===== src/rtl/mem_arb_pkg.sv =====
// Shared definitions for the memory port arbiter: FSM state encoding,
// requester (owner) encoding and the memop size/sign codes produced by the
// core's control generator.
package mem_arb_pkg;

  typedef enum logic [1:0] {
    IDLE = 2'd0,
    REQ  = 2'd1,
    WAIT = 2'd2
  } state_t;

  localparam logic OWN_IFU = 1'b0;
  localparam logic OWN_LSU = 1'b1;

  localparam logic [2:0] MEMOP_BYTE   = 3'b000;
  localparam logic [2:0] MEMOP_HALF   = 3'b001;
  localparam logic [2:0] MEMOP_WORD   = 3'b010;
  localparam logic [2:0] MEMOP_BYTE_U = 3'b100;
  localparam logic [2:0] MEMOP_HALF_U = 3'b101;

endpackage


===== src/rtl/mem_port_arbiter_if.sv =====
// Memory-side bus of the arbiter: one request channel (valid/ready with
// address, write enable, write data and memop) and one response channel
// (valid pulse with read data, no backpressure).
//   master : driven by the arbiter
//   slave  : driven by the memory model / bus bridge
interface mem_port_arbiter_if #(
  parameter int ADDR_W = 32,
  parameter int DATA_W = 32
);
  logic              mem_req_valid;
  logic              mem_req_ready;
  logic [ADDR_W-1:0] mem_addr;
  logic              mem_wen;
  logic [DATA_W-1:0] mem_wdata;
  logic [2:0]        mem_memop;
  logic              mem_rsp_valid;
  logic [DATA_W-1:0] mem_rdata;

  modport master (
    output mem_req_valid, mem_addr, mem_wen, mem_wdata, mem_memop,
    input  mem_req_ready, mem_rsp_valid, mem_rdata
  );

  modport slave (
    input  mem_req_valid, mem_addr, mem_wen, mem_wdata, mem_memop,
    output mem_req_ready, mem_rsp_valid, mem_rdata
  );
endinterface


===== src/rtl/rr_arbiter_2.sv =====
// Two-way round-robin arbiter, purely combinational.
//   req[0] = IFU request, req[1] = LSU request
//   last_grant = owner granted most recently (OWN_IFU / OWN_LSU)
//   grant = one-hot winner, all-zero when nobody requests
module rr_arbiter_2
  import mem_arb_pkg::*;
(
  input  logic [1:0] req,
  input  logic       last_grant,
  output logic [1:0] grant
);
  // On a tie the requester that did not win last time gets the port.
  assign grant[0] = req[0] & (~req[1] | (last_grant == OWN_LSU));
  assign grant[1] = req[1] & (~req[0] | (last_grant == OWN_IFU));
endmodule


===== src/rtl/mem_port_arbiter.sv =====
// Shares one memory port between instruction fetch (IFU) and load/store (LSU).
// One transaction is in flight at a time: IDLE grants a requester, REQ
// presents the registered request until memory accepts it, WAIT waits for
// the response (or a timeout) and routes it back to the owner.
// Ports:
//   clk, rst            clock, asynchronous active-high reset
//   ifu_*               fetch request (valid/ready/addr) and response
//   lsu_*               load/store request (valid/ready/addr/wen/wdata/memop)
//                       and response
//   mem                 memory-side bus (master modport)
module mem_port_arbiter
  import mem_arb_pkg::*;
#(
  parameter int ADDR_W  = 32,
  parameter int DATA_W  = 32,
  parameter int TIMEOUT = 255
) (
  input  logic              clk,
  input  logic              rst,
  input  logic              ifu_req_valid,
  output logic              ifu_req_ready,
  input  logic [ADDR_W-1:0] ifu_addr,
  output logic              ifu_rsp_valid,
  output logic              ifu_rsp_err,
  output logic [DATA_W-1:0] ifu_rdata,
  input  logic              lsu_req_valid,
  output logic              lsu_req_ready,
  input  logic [ADDR_W-1:0] lsu_addr,
  input  logic              lsu_wen,
  input  logic [DATA_W-1:0] lsu_wdata,
  input  logic [2:0]        lsu_memop,
  output logic              lsu_rsp_valid,
  output logic              lsu_rsp_err,
  output logic [DATA_W-1:0] lsu_rdata,
  mem_port_arbiter_if.master mem
);
  localparam logic [15:0] TIMEOUT_LIM = 16'(TIMEOUT);

  state_t            state_reg;
  logic              owner_reg;
  logic              last_grant_reg;
  logic [15:0]       wait_cnt_reg;
  logic [ADDR_W-1:0] mem_addr_reg;
  logic              mem_wen_reg;
  logic [DATA_W-1:0] mem_wdata_reg;
  logic [2:0]        mem_memop_reg;
  logic              ifu_rsp_valid_reg, ifu_rsp_err_reg;
  logic              lsu_rsp_valid_reg, lsu_rsp_err_reg;
  logic [DATA_W-1:0] ifu_rdata_reg, lsu_rdata_reg;
  logic [1:0]        grant;
  logic              idle;
  logic              timeout_hit;
  logic              finish;

  rr_arbiter_2 u_arb (
    .req        ({lsu_req_valid, ifu_req_valid}),
    .last_grant (last_grant_reg),
    .grant      (grant)
  );

  assign idle          = (state_reg == IDLE);
  assign ifu_req_ready = idle & grant[0];
  assign lsu_req_ready = idle & grant[1];

  // Counter starts at 0 on the first WAIT cycle, so the TIMEOUT-th WAIT
  // cycle is the last one; a response in that same cycle still wins.
  assign timeout_hit = (wait_cnt_reg + 16'd1) == TIMEOUT_LIM;
  assign finish      = (state_reg == WAIT) & (mem.mem_rsp_valid | timeout_hit);

  assign mem.mem_req_valid = (state_reg == REQ);
  assign mem.mem_addr      = mem_addr_reg;
  assign mem.mem_wen       = mem_wen_reg;
  assign mem.mem_wdata     = mem_wdata_reg;
  assign mem.mem_memop     = mem_memop_reg;

  assign ifu_rsp_valid = ifu_rsp_valid_reg;
  assign ifu_rsp_err   = ifu_rsp_err_reg;
  assign ifu_rdata     = ifu_rdata_reg;
  assign lsu_rsp_valid = lsu_rsp_valid_reg;
  assign lsu_rsp_err   = lsu_rsp_err_reg;
  assign lsu_rdata     = lsu_rdata_reg;

  always_ff @(posedge clk or posedge rst) begin
    if (rst) begin
      state_reg         <= IDLE;
      owner_reg         <= OWN_IFU;
      last_grant_reg    <= OWN_LSU;
      wait_cnt_reg      <= '0;
      mem_addr_reg      <= '0;
      mem_wen_reg       <= 1'b0;
      mem_wdata_reg     <= '0;
      mem_memop_reg     <= '0;
      ifu_rsp_valid_reg <= 1'b0;
      ifu_rsp_err_reg   <= 1'b0;
      ifu_rdata_reg     <= '0;
      lsu_rsp_valid_reg <= 1'b0;
      lsu_rsp_err_reg   <= 1'b0;
      lsu_rdata_reg     <= '0;
    end else begin
      // Response flags are single-cycle pulses.
      ifu_rsp_valid_reg <= 1'b0;
      ifu_rsp_err_reg   <= 1'b0;
      lsu_rsp_valid_reg <= 1'b0;
      lsu_rsp_err_reg   <= 1'b0;

      case (state_reg)
        IDLE: begin
          if (grant[0]) begin
            state_reg      <= REQ;
            owner_reg      <= OWN_IFU;
            last_grant_reg <= OWN_IFU;
            mem_addr_reg   <= ifu_addr;
            mem_wen_reg    <= 1'b0;
            mem_wdata_reg  <= '0;
            mem_memop_reg  <= MEMOP_WORD;
          end else if (grant[1]) begin
            state_reg      <= REQ;
            owner_reg      <= OWN_LSU;
            last_grant_reg <= OWN_LSU;
            mem_addr_reg   <= lsu_addr;
            mem_wen_reg    <= lsu_wen;
            mem_wdata_reg  <= lsu_wdata;
            mem_memop_reg  <= lsu_memop;
          end
        end
        REQ: begin
          if (mem.mem_req_ready) begin
            state_reg    <= WAIT;
            wait_cnt_reg <= '0;
          end
        end
        WAIT: begin
          if (finish) begin
            state_reg <= IDLE;
            if (owner_reg == OWN_IFU) begin
              ifu_rsp_valid_reg <= 1'b1;
              ifu_rsp_err_reg   <= ~mem.mem_rsp_valid;
              ifu_rdata_reg     <= mem.mem_rsp_valid ? mem.mem_rdata : '0;
            end else begin
              lsu_rsp_valid_reg <= 1'b1;
              lsu_rsp_err_reg   <= ~mem.mem_rsp_valid;
              lsu_rdata_reg     <= mem.mem_rsp_valid ? mem.mem_rdata : '0;
            end
          end else begin
            wait_cnt_reg <= wait_cnt_reg + 16'd1;
          end
        end
        default: state_reg <= IDLE;
      endcase
    end
  end
endmodule


===== src/flat_wrapper.sv =====
// flat-port wrapper written by rule: the top's interface ports become plain ports
module mem_port_arbiter_flat import mem_arb_pkg::*;
#(
  parameter int ADDR_W  = 32,
  parameter int DATA_W  = 32,
  parameter int TIMEOUT = 255
)
  (clk, rst, ifu_req_valid, ifu_req_ready, ifu_addr, ifu_rsp_valid, ifu_rsp_err, ifu_rdata, lsu_req_valid, lsu_req_ready, lsu_addr, lsu_wen, lsu_wdata, lsu_memop, lsu_rsp_valid, lsu_rsp_err, lsu_rdata, mem_mem_req_valid, mem_mem_addr, mem_mem_wen, mem_mem_wdata, mem_mem_memop, mem_mem_req_ready, mem_mem_rsp_valid, mem_mem_rdata);
  mem_port_arbiter_if #(.ADDR_W(ADDR_W), .DATA_W(DATA_W)) mem_i ();
  input  logic clk;
  input  logic rst;
  input  logic ifu_req_valid;
  output logic ifu_req_ready;
  input  logic [ADDR_W-1:0] ifu_addr;
  output logic ifu_rsp_valid;
  output logic ifu_rsp_err;
  output logic [DATA_W-1:0] ifu_rdata;
  input  logic lsu_req_valid;
  output logic lsu_req_ready;
  input  logic [ADDR_W-1:0] lsu_addr;
  input  logic lsu_wen;
  input  logic [DATA_W-1:0] lsu_wdata;
  input  logic [2:0] lsu_memop;
  output logic lsu_rsp_valid;
  output logic lsu_rsp_err;
  output logic [DATA_W-1:0] lsu_rdata;
  output wire logic [$bits(mem_i.mem_req_valid)-1:0] mem_mem_req_valid;
  output wire logic [$bits(mem_i.mem_addr)-1:0] mem_mem_addr;
  output wire logic [$bits(mem_i.mem_wen)-1:0] mem_mem_wen;
  output wire logic [$bits(mem_i.mem_wdata)-1:0] mem_mem_wdata;
  output wire logic [$bits(mem_i.mem_memop)-1:0] mem_mem_memop;
  input wire logic [$bits(mem_i.mem_req_ready)-1:0] mem_mem_req_ready;
  input wire logic [$bits(mem_i.mem_rsp_valid)-1:0] mem_mem_rsp_valid;
  input wire logic [$bits(mem_i.mem_rdata)-1:0] mem_mem_rdata;
  assign mem_mem_req_valid = mem_i.mem_req_valid;
  assign mem_mem_addr = mem_i.mem_addr;
  assign mem_mem_wen = mem_i.mem_wen;
  assign mem_mem_wdata = mem_i.mem_wdata;
  assign mem_mem_memop = mem_i.mem_memop;
  assign mem_i.mem_req_ready = mem_mem_req_ready;
  assign mem_i.mem_rsp_valid = mem_mem_rsp_valid;
  assign mem_i.mem_rdata = mem_mem_rdata;
  mem_port_arbiter #(.ADDR_W(ADDR_W), .DATA_W(DATA_W), .TIMEOUT(TIMEOUT)) u_core (.clk(clk), .rst(rst), .ifu_req_valid(ifu_req_valid), .ifu_req_ready(ifu_req_ready), .ifu_addr(ifu_addr), .ifu_rsp_valid(ifu_rsp_valid), .ifu_rsp_err(ifu_rsp_err), .ifu_rdata(ifu_rdata), .lsu_req_valid(lsu_req_valid), .lsu_req_ready(lsu_req_ready), .lsu_addr(lsu_addr), .lsu_wen(lsu_wen), .lsu_wdata(lsu_wdata), .lsu_memop(lsu_memop), .lsu_rsp_valid(lsu_rsp_valid), .lsu_rsp_err(lsu_rsp_err), .lsu_rdata(lsu_rdata), .mem(mem_i));
endmodule

===== config.mk =====
export PLATFORM = sky130hd
export DESIGN_NAME = mem_port_arbiter_flat
export DESIGN_NICKNAME = d
export VERILOG_FILES = /design/src/rtl/mem_arb_pkg.sv /design/src/rtl/mem_port_arbiter_if.sv /design/src/rtl/rr_arbiter_2.sv /design/src/rtl/mem_port_arbiter.sv /design/src/flat_wrapper.sv
export SDC_FILE = /design/constraint.sdc
export NUM_CORES = 1
export LEC_CHECK = 0
export BUFFER_PORTS_ARGS = -buffer_cell sky130_fd_sc_hd__clkbuf_2
export CAP_MARGIN = 20
export CORE_MARGIN = 1
export CORE_UTILIZATION = 40
export CTS_CLUSTER_SIZE = 28
export DETAILED_ROUTE_END_ITERATION = 6
export PLACE_DENSITY_LB_ADDON = 0.3
export SLEW_MARGIN = 20
export SYNTH_ARGS = -nofsm -noshare
export SYNTH_HDL_FRONTEND = slang
export SYNTH_HIERARCHICAL = 1
export SYNTH_SLANG_ARGS = --single-unit

===== constraint.sdc =====
create_clock -name clk -period 4.9 [get_ports clk]
set_input_delay 0 -clock clk [delete_from_list [all_inputs] [get_ports clk]]
set_output_delay 0 -clock clk [all_outputs]
set_load 0.01 [all_outputs]

# Word level (Yosys, flattened, before mapping)
# Cells that the tools add are included.
[word_totals]
input_bits = 138
out_inout_bits = 139
word_cells = 74
regBits = 156
[classes]
addsub = 1
n_eq_ne = 7
reduce_logical = 8
bitwise = 13
mux = 31
[ops]
columns = ["op", "count"]
rows = [
  ["$mux W32", 5],
  ["$mux W16", 2],
  ["$pmux W16 S2", 1],
  ["$add A16 B1 Y16 const B", 1],
  ["$eq A16 B8 Y1 const B", 1],
  ["$mux W1", 16],
  ["$reduce_and A3 Y1", 4],
  ["$mux W2", 4],
  ["$mux W3", 2],
  ["$pmux W2 S3", 1],
  ["$and A1 B1 Y1", 5],
  ["$not A1 Y1", 5],
  ["$ne A2 B1 Y1 const B", 2],
  ["$reduce_bool A2 Y1", 2],
  ["$ne A3 B1 Y1 const B", 1],
  ["$or A1 B1 Y1", 3],
  ["$eq A2 B1 Y1 const B", 1],
  ["$eq A2 B2 Y1 const B", 1],
  ["$logic_not A2 Y1", 1],
  ["$ne A2 B2 Y1 const B", 1],
  ["$reduce_and A2 Y1", 1],
]

# Longest topological paths before layout
# Gate-level depths: netlist (run 1).
[logic_depth]
depth_word = 6
mapped_depth = 10
mapped_depth_nobuf = 8

# By module
# The synthesis (run 1) kept the hierarchy.
[modules_own_cells]
columns = ["mod", "seq_area_each_um2", "cells_each", "area_each_um2", "n_inst"]
rows = [
  ["mem_port_arbiter", 3905.0, 539, 6472.5, 1],
  ["rr_arbiter_2", 0.0, 3, 18.8, 1],
]

# Worst setup path before layout (run 1)
# No wires, ideal clock.
[synth_timing]
path_kind = "register to register"
startpoint = "register u_core.wait_cnt_reg[0]"
endpoint = "register u_core.lsu_rdata_reg[0], in the netlist u_core/lsu_rdata[0]"
required_time_ns = 4.779
stages_incl_launch_ff = 11
period_less_slack_ns = 2.374
path_slack_ns = 2.526
path_buffers = 2
t_arrival_ns = 2.253
setup_ns = 0.121
cell_sequence = "dfrtp_1 > ha_1 > nand3_1 > buf_2 > or3_1 > a22oi_2 > o2111ai_4 > o21bai_4 > nand3_4 > buf_6 > a22o_1"
[synth_between]
elab_chain_cells = 5
[synth_lines]
columns = ["element", "line", "source"]
rows = [
  ["start: declaration", "mem_port_arbiter.sv:42", "logic [15:0] wait_cnt_reg;"],
  ["start signal: assignment", "mem_port_arbiter.sv:145", "wait_cnt_reg <= wait_cnt_reg + 16'd1;"],
  ["$add A16 B1 Y16", "mem_port_arbiter.sv:67", "assign timeout_hit = (wait_cnt_reg + 16'd1) == TIMEOUT_LIM;"],
  ["$eq A16 B8 Y1", "mem_port_arbiter.sv:67", ""],
  ["$or A1 B1 Y1", "mem_port_arbiter.sv:68", "assign finish = (state_reg == WAIT) & (mem.mem_rsp_valid | timeout_hit);"],
  ["$and A1 B1 Y1", "mem_port_arbiter.sv:68", ""],
  ["$reduce_and A3 Y1 (no source line)", "-", ""],
  ["end signal: assignment", "mem_port_arbiter.sv:142", "lsu_rdata_reg <= mem.mem_rsp_valid ? mem.mem_rdata : '0;"],
  ["end: declaration", "mem_port_arbiter.sv:49", "logic [DATA_W-1:0] ifu_rdata_reg, lsu_rdata_reg;"],
]
# Every way passes these cells.
# A chain may end at the register's enable or synchronous reset.

# Worst setup path after layout (run 1)
[layout_timing]
startpoint = "register u_core.wait_cnt_reg[0]"
endpoint = "register u_core.wait_cnt_reg[4]"
[layout_between]
elab_chain_cells = 6
word_cells_on_any_way = 8
cone_classes = "add/sub: 1; eq/ne: 2; mux: 2; bitwise: 2; reduce/logical: 1"
[layout_lines]
columns = ["element", "line"]
rows = [
  ["$add A16 B1 Y16 *", "mem_port_arbiter.sv:67, mem_port_arbiter.sv:145"],
  ["$eq A16 B8 Y1", "mem_port_arbiter.sv:67"],
  ["$or A1 B1 Y1", "mem_port_arbiter.sv:68"],
  ["$and A1 B1 Y1", "mem_port_arbiter.sv:68"],
  ["$ne A2 B2 Y1 (no source line)", "-"],
  ["$reduce_and A3 Y1 (no source line)", "-"],
]
# Every way passes the cells marked *; elsewhere a longest branch is shown, timed or not. The select of a mux whose other input is x is not followed.

==> results of run 1 <==
## final cells by class
cell class	count	area, sq um	share of cell area
inverter	12	50.0	0.00502
sequential	156	3910	0.391
antenna	1	2.50	0.000251
multi-input combinational	334	2370	0.237
clock buffer	17	425	0.0426
tap	216	270	0.0271
timing repair buffer	418	2790	0.279
clock inverter	15	169	0.0169
## cell families (layout without fill, tap and decap cells)
logic type / after synthesis / count (layout) / synth area share
AOI/OAI and AO/OA: 170 / 170 / 0.204
xor gates and xnor gates: 2 / 2 / 0.00270
adders and majority gates: 2 / 2 / 0.00385
buffers and inverters: 52 / 462 / 0.0370
DFF: 156 / 156 / 0.602
muxes: 35 / 35 / 0.0547
other: 0 / 1 / 0
and+or+nand+nor: 125 / 125 / 0.0964
## where the power goes
| part | total, W | internal (W) | switching, W |
|---|---|---|---|
| Combinational | 0.00192 | 0.000879 | 0.00104 |
| Sequential | 0.00211 | 0.00179 | 0.000316 |
| Clock | 0.00131 | 0.000688 | 0.000620 |
## tightest hold or removal path, cell delays in order
cell and delay [ps]:
clkbuf_2 100, a21boi_0 100, nor3_1 140, a211oi_1 70
## final timing paths
path / to / from / depth (start not counted) / slack [ps]
setup / recovery: u_core/wait_cnt_reg[4]$_DFFE_PP0P_ / u_core/wait_cnt_reg[0]$_DFFE_PP0P_ / 8 / 1930
hold / removal: u_core/state_reg[0]$_DFFE_PP0P_ / ifu_req_valid / 4 / 30
setup reg to reg: u_core/wait_cnt_reg[4]$_DFFE_PP0P_ / u_core/wait_cnt_reg[0]$_DFFE_PP0P_ / 8 / 1930
hold reg to reg: u_core/mem.mem_addr[8]$_DFFE_PP0P_ / u_core/mem.mem_addr[8]$_DFFE_PP0P_ / 2 / 480
max in group asynchronous: u_core/mem.mem_wdata[0]$_DFFE_PP0P_ / rst / 4 / 3350
min in group asynchronous: u_core/lsu_rdata[12]$_DFFE_PP0P_ / rst / 3 / 350
## metal layers
metal	track usage	vias up
li1	-	2789
met3	0.0694	48
met1	0.287	2855
met4	0.141	0
met2	0.392	256
met5	0	-
## metrics by stage
step / instance area (sq um) / cells
after floorplan: 6490 / 542
after global placement: 8030 / 1001
after CTS: 9970 / 1168
after global routing: 9980 / 1169
final: 9980 / 1169
after detailed placement: 8030 / 1001
## layout by cell type, fill, tap and decap left out, drive strengths merged, types with 4 or more instances in the layout
cell type and n:
a21boi 5, inv 21, buf 7, o21ai 42, clkbuf 293, mux2i 34, nor2 22, a31oi 11
dlygate4sd3 135, or3 4, nor3 9, dfrtp 155, a21oi 4, nand3 14, nand2 54, a22o 99
clkinv 6, nand4 7
## timing repair
item,CTS,global route
endpoints found under the setup margin,0,0
hold buffers,135,0
hold endpoints to repair,242,0
gates resized for setup,0,0
==> metrics.md, run 1 <==
| Metric | Value |
|---|---|
| Status | finished, final reports clean |
| Layout cells sized above 1 | 0.354 |
| Max-slew headroom | 0.374 |
| Fill count | 1229 |
| Met3 WL | 1340 microns |
| Post-route ant nets | 0 |
| Mapped Cells | 542 |
| Crit-path max FO | 12 |
| Boundary pin count | 277 |
| Register area share after synthesis | 0.602 |
| Cell with the most instances after synthesis | dfrtp_1 |
| Worst-path clk slew | 70 ps |
| Chip Height | 129 microns |
| Clock root buffer master | clkbuf_16 |
| Total power | 0.00533 W |
| Final Cycle Share | 0.606 |
| Syn nets | 682 |
| Die ar. | 0.0167 sq mm |
| Die Span X | 129 microns |
| Post-Route WL | 19900 microns |
| DR vias | 5948 |
| Number of DRC markers in iteration 0 | 219 |
| Unique masters post-synth | 49 |
| Number of flops mapped to enable cells by yosys | 0 |
| Drt via density | 5.09 |
| Nets | 1079 |
| Initial antenna violation count | 1 |
| DRC errors left | 0 |
| Top layer in use | met4 |
| Startpoint Class | flop |
| GRT Overall Usage | 0.242 |
| DRT Pass-1 Iters | 4 |
| Total global routing overflow | 0 |
| Ys Warns | 6 |
| Worst-margin pin slew | 939 ps |
| Post-synth top cells | dfrtp_1, a22o_1, nand2_1 |
| Leak Pwr | 5.00 nW |
| Num CTS Buffers | 17 |
| # clock sinks | 156 |
| Post-Place Setup Slack | 1930 ps |
| Final Skew | 9.55 ps |
| Worst EP arrival | 3310 ps |
| Setup_tns | 0 ps |
| WL met2 | 9720 microns |
| First-pass GRT wire length | 30500 microns |
| Setup ws final | 1930 ps |
| Slowest-stage cell, CP | o21ai_2 |
| Total of max-cap violations | 0 |
| # Post-CTS Setup Buffers | 0 |
| Synthesized cell area | 0.00649 sq mm |
| Slew Viols, Final | 0 |
| Wl on met1 | 8020 microns |
| CP cell instances | ha_1, nand3_1, or3_4, o21ai_2, o2111ai_4, o21ai_2, nand2_2, a31oi_1 |
| Worst stage delay on the critical path | 480 ps |
| Area grow syn2layout | 53.7% |
| CP delay by family, top | compound AO/OA/AOI/OAI gates |
| Avg Synthesized Cell Area | 12.0 sq um |
| Area contributors post-synth | dfrtp_1, a22o_1, mux2i_1 |
| CP Data Required Time | 5240 ps |
| Post-synth ARST share | 1.00 |
| Final Core Density | 0.628 |
| WP buf/inv | 0 |
| Avg WL per Cell | 17.0 microns |
| Most frequent CP cell | o21ai_2 |
| RSZ-0062 raised after global routing | false |
| Worst-Skew Late Latency | 430 ps |
| Starting density of the core | 0.409 |
| Worst min path class | input pin to flop |
| Pwr Density | 535 mW/mm^2 |
| Vias in the first global route | 5899 |
| Fin. Hold Viols | 0 |
| Kind of critical path | flop to flop |
| Post-synth top area share | 0.598 |
| Final hold slack | 26.4 ps |
| Final worst path period need | 2970 ps |
| Routability cong. | 0.836 |
| Main flop type after synthesis | dfrtp_1 |
| Peak VDD IR | 0.306 mV |
| Flops & latches, synth | 156 |
| DP HPWL | 12200 microns |
| Setup violators final | 0 |
| CTS tree | done |
| Number of I/O port buffers | 276 |
| Yosys top cell by area | dfrtp_1 |
| Rows | 46 |
| Fmax | 337 MHz |
| Largest net degree at the start of global routing | 109 |
| CTS H-tree depth | 4 |
| Crit end category | flop |
| Max Root-Sink Buffers | 2 |
| Core area | 0.0159 sq mm |
Note: power is estimated with default switching activity, not from simulation.
==> inputs of run 2 (changes only) <==
==> constraint.sdc (replaced) <==
create_clock -name clk -period 2.5 [get_ports clk]
set_input_delay 0 -clock clk [delete_from_list [all_inputs] [get_ports clk]]
set_output_delay 0 -clock clk [all_outputs]
set_load 0.01 [all_outputs]
==> run 2 against run 1 <==
Net effect:
- register-to-register slack worse by 1900 ps
- cell count is 1.5% higher
- wire length is 1.7% higher
- clock power is 110% higher
- clock skew is 1.0 ps lower
- critical path depth is 1 higher
- critical endpoint is now u_core/lsu_rdata[23]$_DFFE_PP0P_
- highest routed layer unchanged
==> metrics.md, run 2 (synthesized netlist as in run 1, its figures left out) <==
| Metric | Value |
|---|---|
| Status | finished, final reports clean |
| Starting density of the core | 0.409 (unchanged) |
| DR vias | 6001 (+0.89%) |
| Leak Pwr | 5.17 nW (+3.5%) |
| # clock sinks | 156 (unchanged) |
| Pwr Density | 1050 mW/mm^2 (+96%) |
| Worst EP arrival | 2740 ps (-570 ps) |
| Pint | 0.00701 W (+110%) |
| Routability cong. | 0.848 (+1.4%) |
| Clk network pwr share | 0.256 (+0.011) |
| Worst-Skew Late Latency | 420 ps (about the same) |
| Crit end category | flop |
| Total of max-cap violations | 0 (unchanged) |
| Avg WL per Cell | 17.0 microns (+0.18%) |
| Rows | 46 (unchanged) |
| Kind of critical path | flop to flop |
| Design Area, Final | 0.0103 sq mm (+3.4%) |
| Area grow syn2layout | 59.0% |
| Part of the power in combinational logic | 0.364 (+0.004) |
| Peak VDD IR | 0.645 mV (+110%) |
| Crit-path max FO | 33 (+21) |
| Max-slew headroom | 0.530 (+0.156) |
| DRC errors left | 0 (unchanged) |
| Core area | 0.0159 sq mm (unchanged) |
| Number of DRC markers in iteration 0 | 274 (+25%) |
| Sequential group share of total power | 0.380 (-0.015) |
| Final Cycle Share | 0.977 (+0.371) |
| Slowest-stage cell, CP | or3_4 |
| Met3 WL | 1130 microns (-15%) |
| Die ar. | 0.0167 sq mm (unchanged) |
| Post-route ant nets | 0 (unchanged) |
| Die Span X | 129 microns (unchanged) |
| WP buf/inv | 2 (+2) |
| Chip Height | 129 microns (unchanged) |
| Initial antenna violation count | 0 (-1) |
| Final Core Density | 0.650 (+0.0216) |
| Worst min path class | input pin to flop |
| GRT Overall Usage | 0.245 (+0.00277) |
| Nets | 1098 (+1.8%) |
| Setup violators final | 0 (unchanged) |
| Commonest cells after routing, fill and taps aside | clkbuf_2, dfrtp_1, dlygate4sd3_1 |
| Vias in the first global route | 6017 (+2.0%) |
| CTS H-tree depth | 4 (unchanged) |
| Post-Route WL | 20200 microns (+1.7%) |
| Slew Viols, Final | 0 (unchanged) |
| Commonest non-fill, non-tap cell in the layout | clkbuf_2 |
| Boundary pin count | 277 (unchanged) |
| Worst-path clk slew | 60 ps (about the same) |
| Final worst path period need | 2440 ps (-528 ps) |
| CP delay by family, top | simple AND/OR/NAND/NOR gates |
| Fmax | 409 MHz (+22%) |
| Clock root buffer master | clkbuf_16 |
| Max Root-Sink Buffers | 2 (unchanged) |
| Wl on met1 | 8530 microns (+6.3%) |
| Num CTS Buffers | 17 (unchanged) |
| CTS tree | done |
| DP Area | 0.00823 sq mm (+2.6%) |
| DP HPWL | 12600 microns (+3.0%) |
| N_diodes | 0 (-1) |
| Worst-margin pin slew | 704 ps (-235 ps) |
| First-pass GRT wire length | 31200 microns (+2.1%) |
| Number of I/O port buffers | 276 (unchanged) |
| Fill count | 1228 (-0.081%) |
| Total global routing overflow | 0 (unchanged) |
| CP Data Required Time | 2800 ps (-2440 ps) |
| DRT Pass-1 Iters | 5 (+1) |
| Worst stage delay on the critical path | 470 ps (about the same) |
| Drt via density | 5.06 (-0.64%) |
| Final Skew | 8.51 ps (-1.05 ps) |
| Largest net degree at the start of global routing | 61 (-44%) |
| Switching power | 0.00382 W (+93%) |
| Layout cells sized above 1 | 0.373 (+0.0188) |
| Startpoint Class | flop |
| Fin. Hold Viols | 0 (unchanged) |
| Top layer in use | met4 |
| CP cell instances | buf_4, nand4_1, or3_4, mux2_4, o2111ai_4, o21bai_4, nand3_4, buf_12, a22o_1 |
| Switching share of power | 0.353 (-0.0175) |
| WL met2 | 10100 microns (+3.5%) |
-- run 2: cell count changes in the layout (fill, tap and decap cells not counted), moves of 3 or more --
cell       delta
dfrtp_1       -3
buf_12        +7
inv_8         -3
dfrtp_2       +3
buf_4        +10
bufinv_16     +3
-- run 2: worst register-to-register path, delay by kind of cell (launching register included) --
family	cells	cell delay (ps)
flops	1	370
mux	1	240
buf+inv	2	340
compound gates	3	660
simple gates	3	730
-- run 2: what timing repair did --
item | in CTS | in global routing
resized for setup | 0 | 13
buffers inserted | 0 | 2
hold buffers | 135 | 0
endpoints found under the setup margin | 0 | 21
endpoints found under the hold margin | 160 | 0
-- run 2: power by group through the flow --
stage               registers [W]  logic [W]  clock network [W]
floorplan                 0.00451    0.00156                  0
global placement          0.00410    0.00357                  0
detailed placement        0.00411    0.00367                  0
CTS                       0.00409    0.00387            0.00284
global route              0.00423    0.00429            0.00296
finish                    0.00412    0.00394            0.00277
-- run 2: cell type report --
cell class / count / area [sq um] / area share
inverters: 12 / 48.8 / 0.00473
flip-flops and latches: 156 / 3910 / 0.379
well taps: 216 / 270 / 0.0262
repair buffers: 437 / 3040 / 0.294
clock buffers: 18 / 439 / 0.0426
multi-input cells: 334 / 2410 / 0.234
clock inverters: 14 / 200 / 0.0194
-- run 2: path summary, 6_finish.rpt --
| kind | to | from | slack (ps) | depth (start not counted) |
|---|---|---|---|---|
| setup / recovery | u_core/lsu_rdata[23]$_DFFE_PP0P_ | u_core/wait_cnt_reg[0]$_DFFE_PP0P_ | 60 | 9 |
| hold / removal | u_core/state_reg[0]$_DFFE_PP0P_ | ifu_req_valid | 30 | 4 |
| setup reg to reg | u_core/lsu_rdata[23]$_DFFE_PP0P_ | u_core/wait_cnt_reg[0]$_DFFE_PP0P_ | 60 | 9 |
| hold reg to reg | u_core/mem.mem_addr[6]$_DFFE_PP0P_ | u_core/mem.mem_addr[6]$_DFFE_PP0P_ | 480 | 2 |
| max in group asynchronous | u_core/ifu_rdata[23]$_DFFE_PP0P_ | rst | 1510 | 4 |
| min in group asynchronous | u_core/lsu_rsp_err$_DFF_PP0_ | rst | 230 | 3 |
-- run 2: per-layer routing --
| metal | track usage | vias to the layer above |
|---|---|---|
| met5 | 0 | - |
| met4 | 0.104 | 0 |
| met3 | 0.0661 | 38 |
| met2 | 0.401 | 234 |
| met1 | 0.305 | 2906 |
| li1 | - | 2823 |
-- run 2: metrics by stage --
stage                     hold slack (ps)  std cells  total power, W  worst slack (ps)  setup TNS (ps)
final                                31.3       1187          0.0108              57.3               0
after global routing                 89.6       1187          0.0115             -14.8            -184
after CTS                            12.8       1184          0.0108               108               0
after detailed placement              136       1017         0.00777               117               0
after global placement                126       1017         0.00767               156               0
after floorplan                      97.5        542         0.00606               126               0
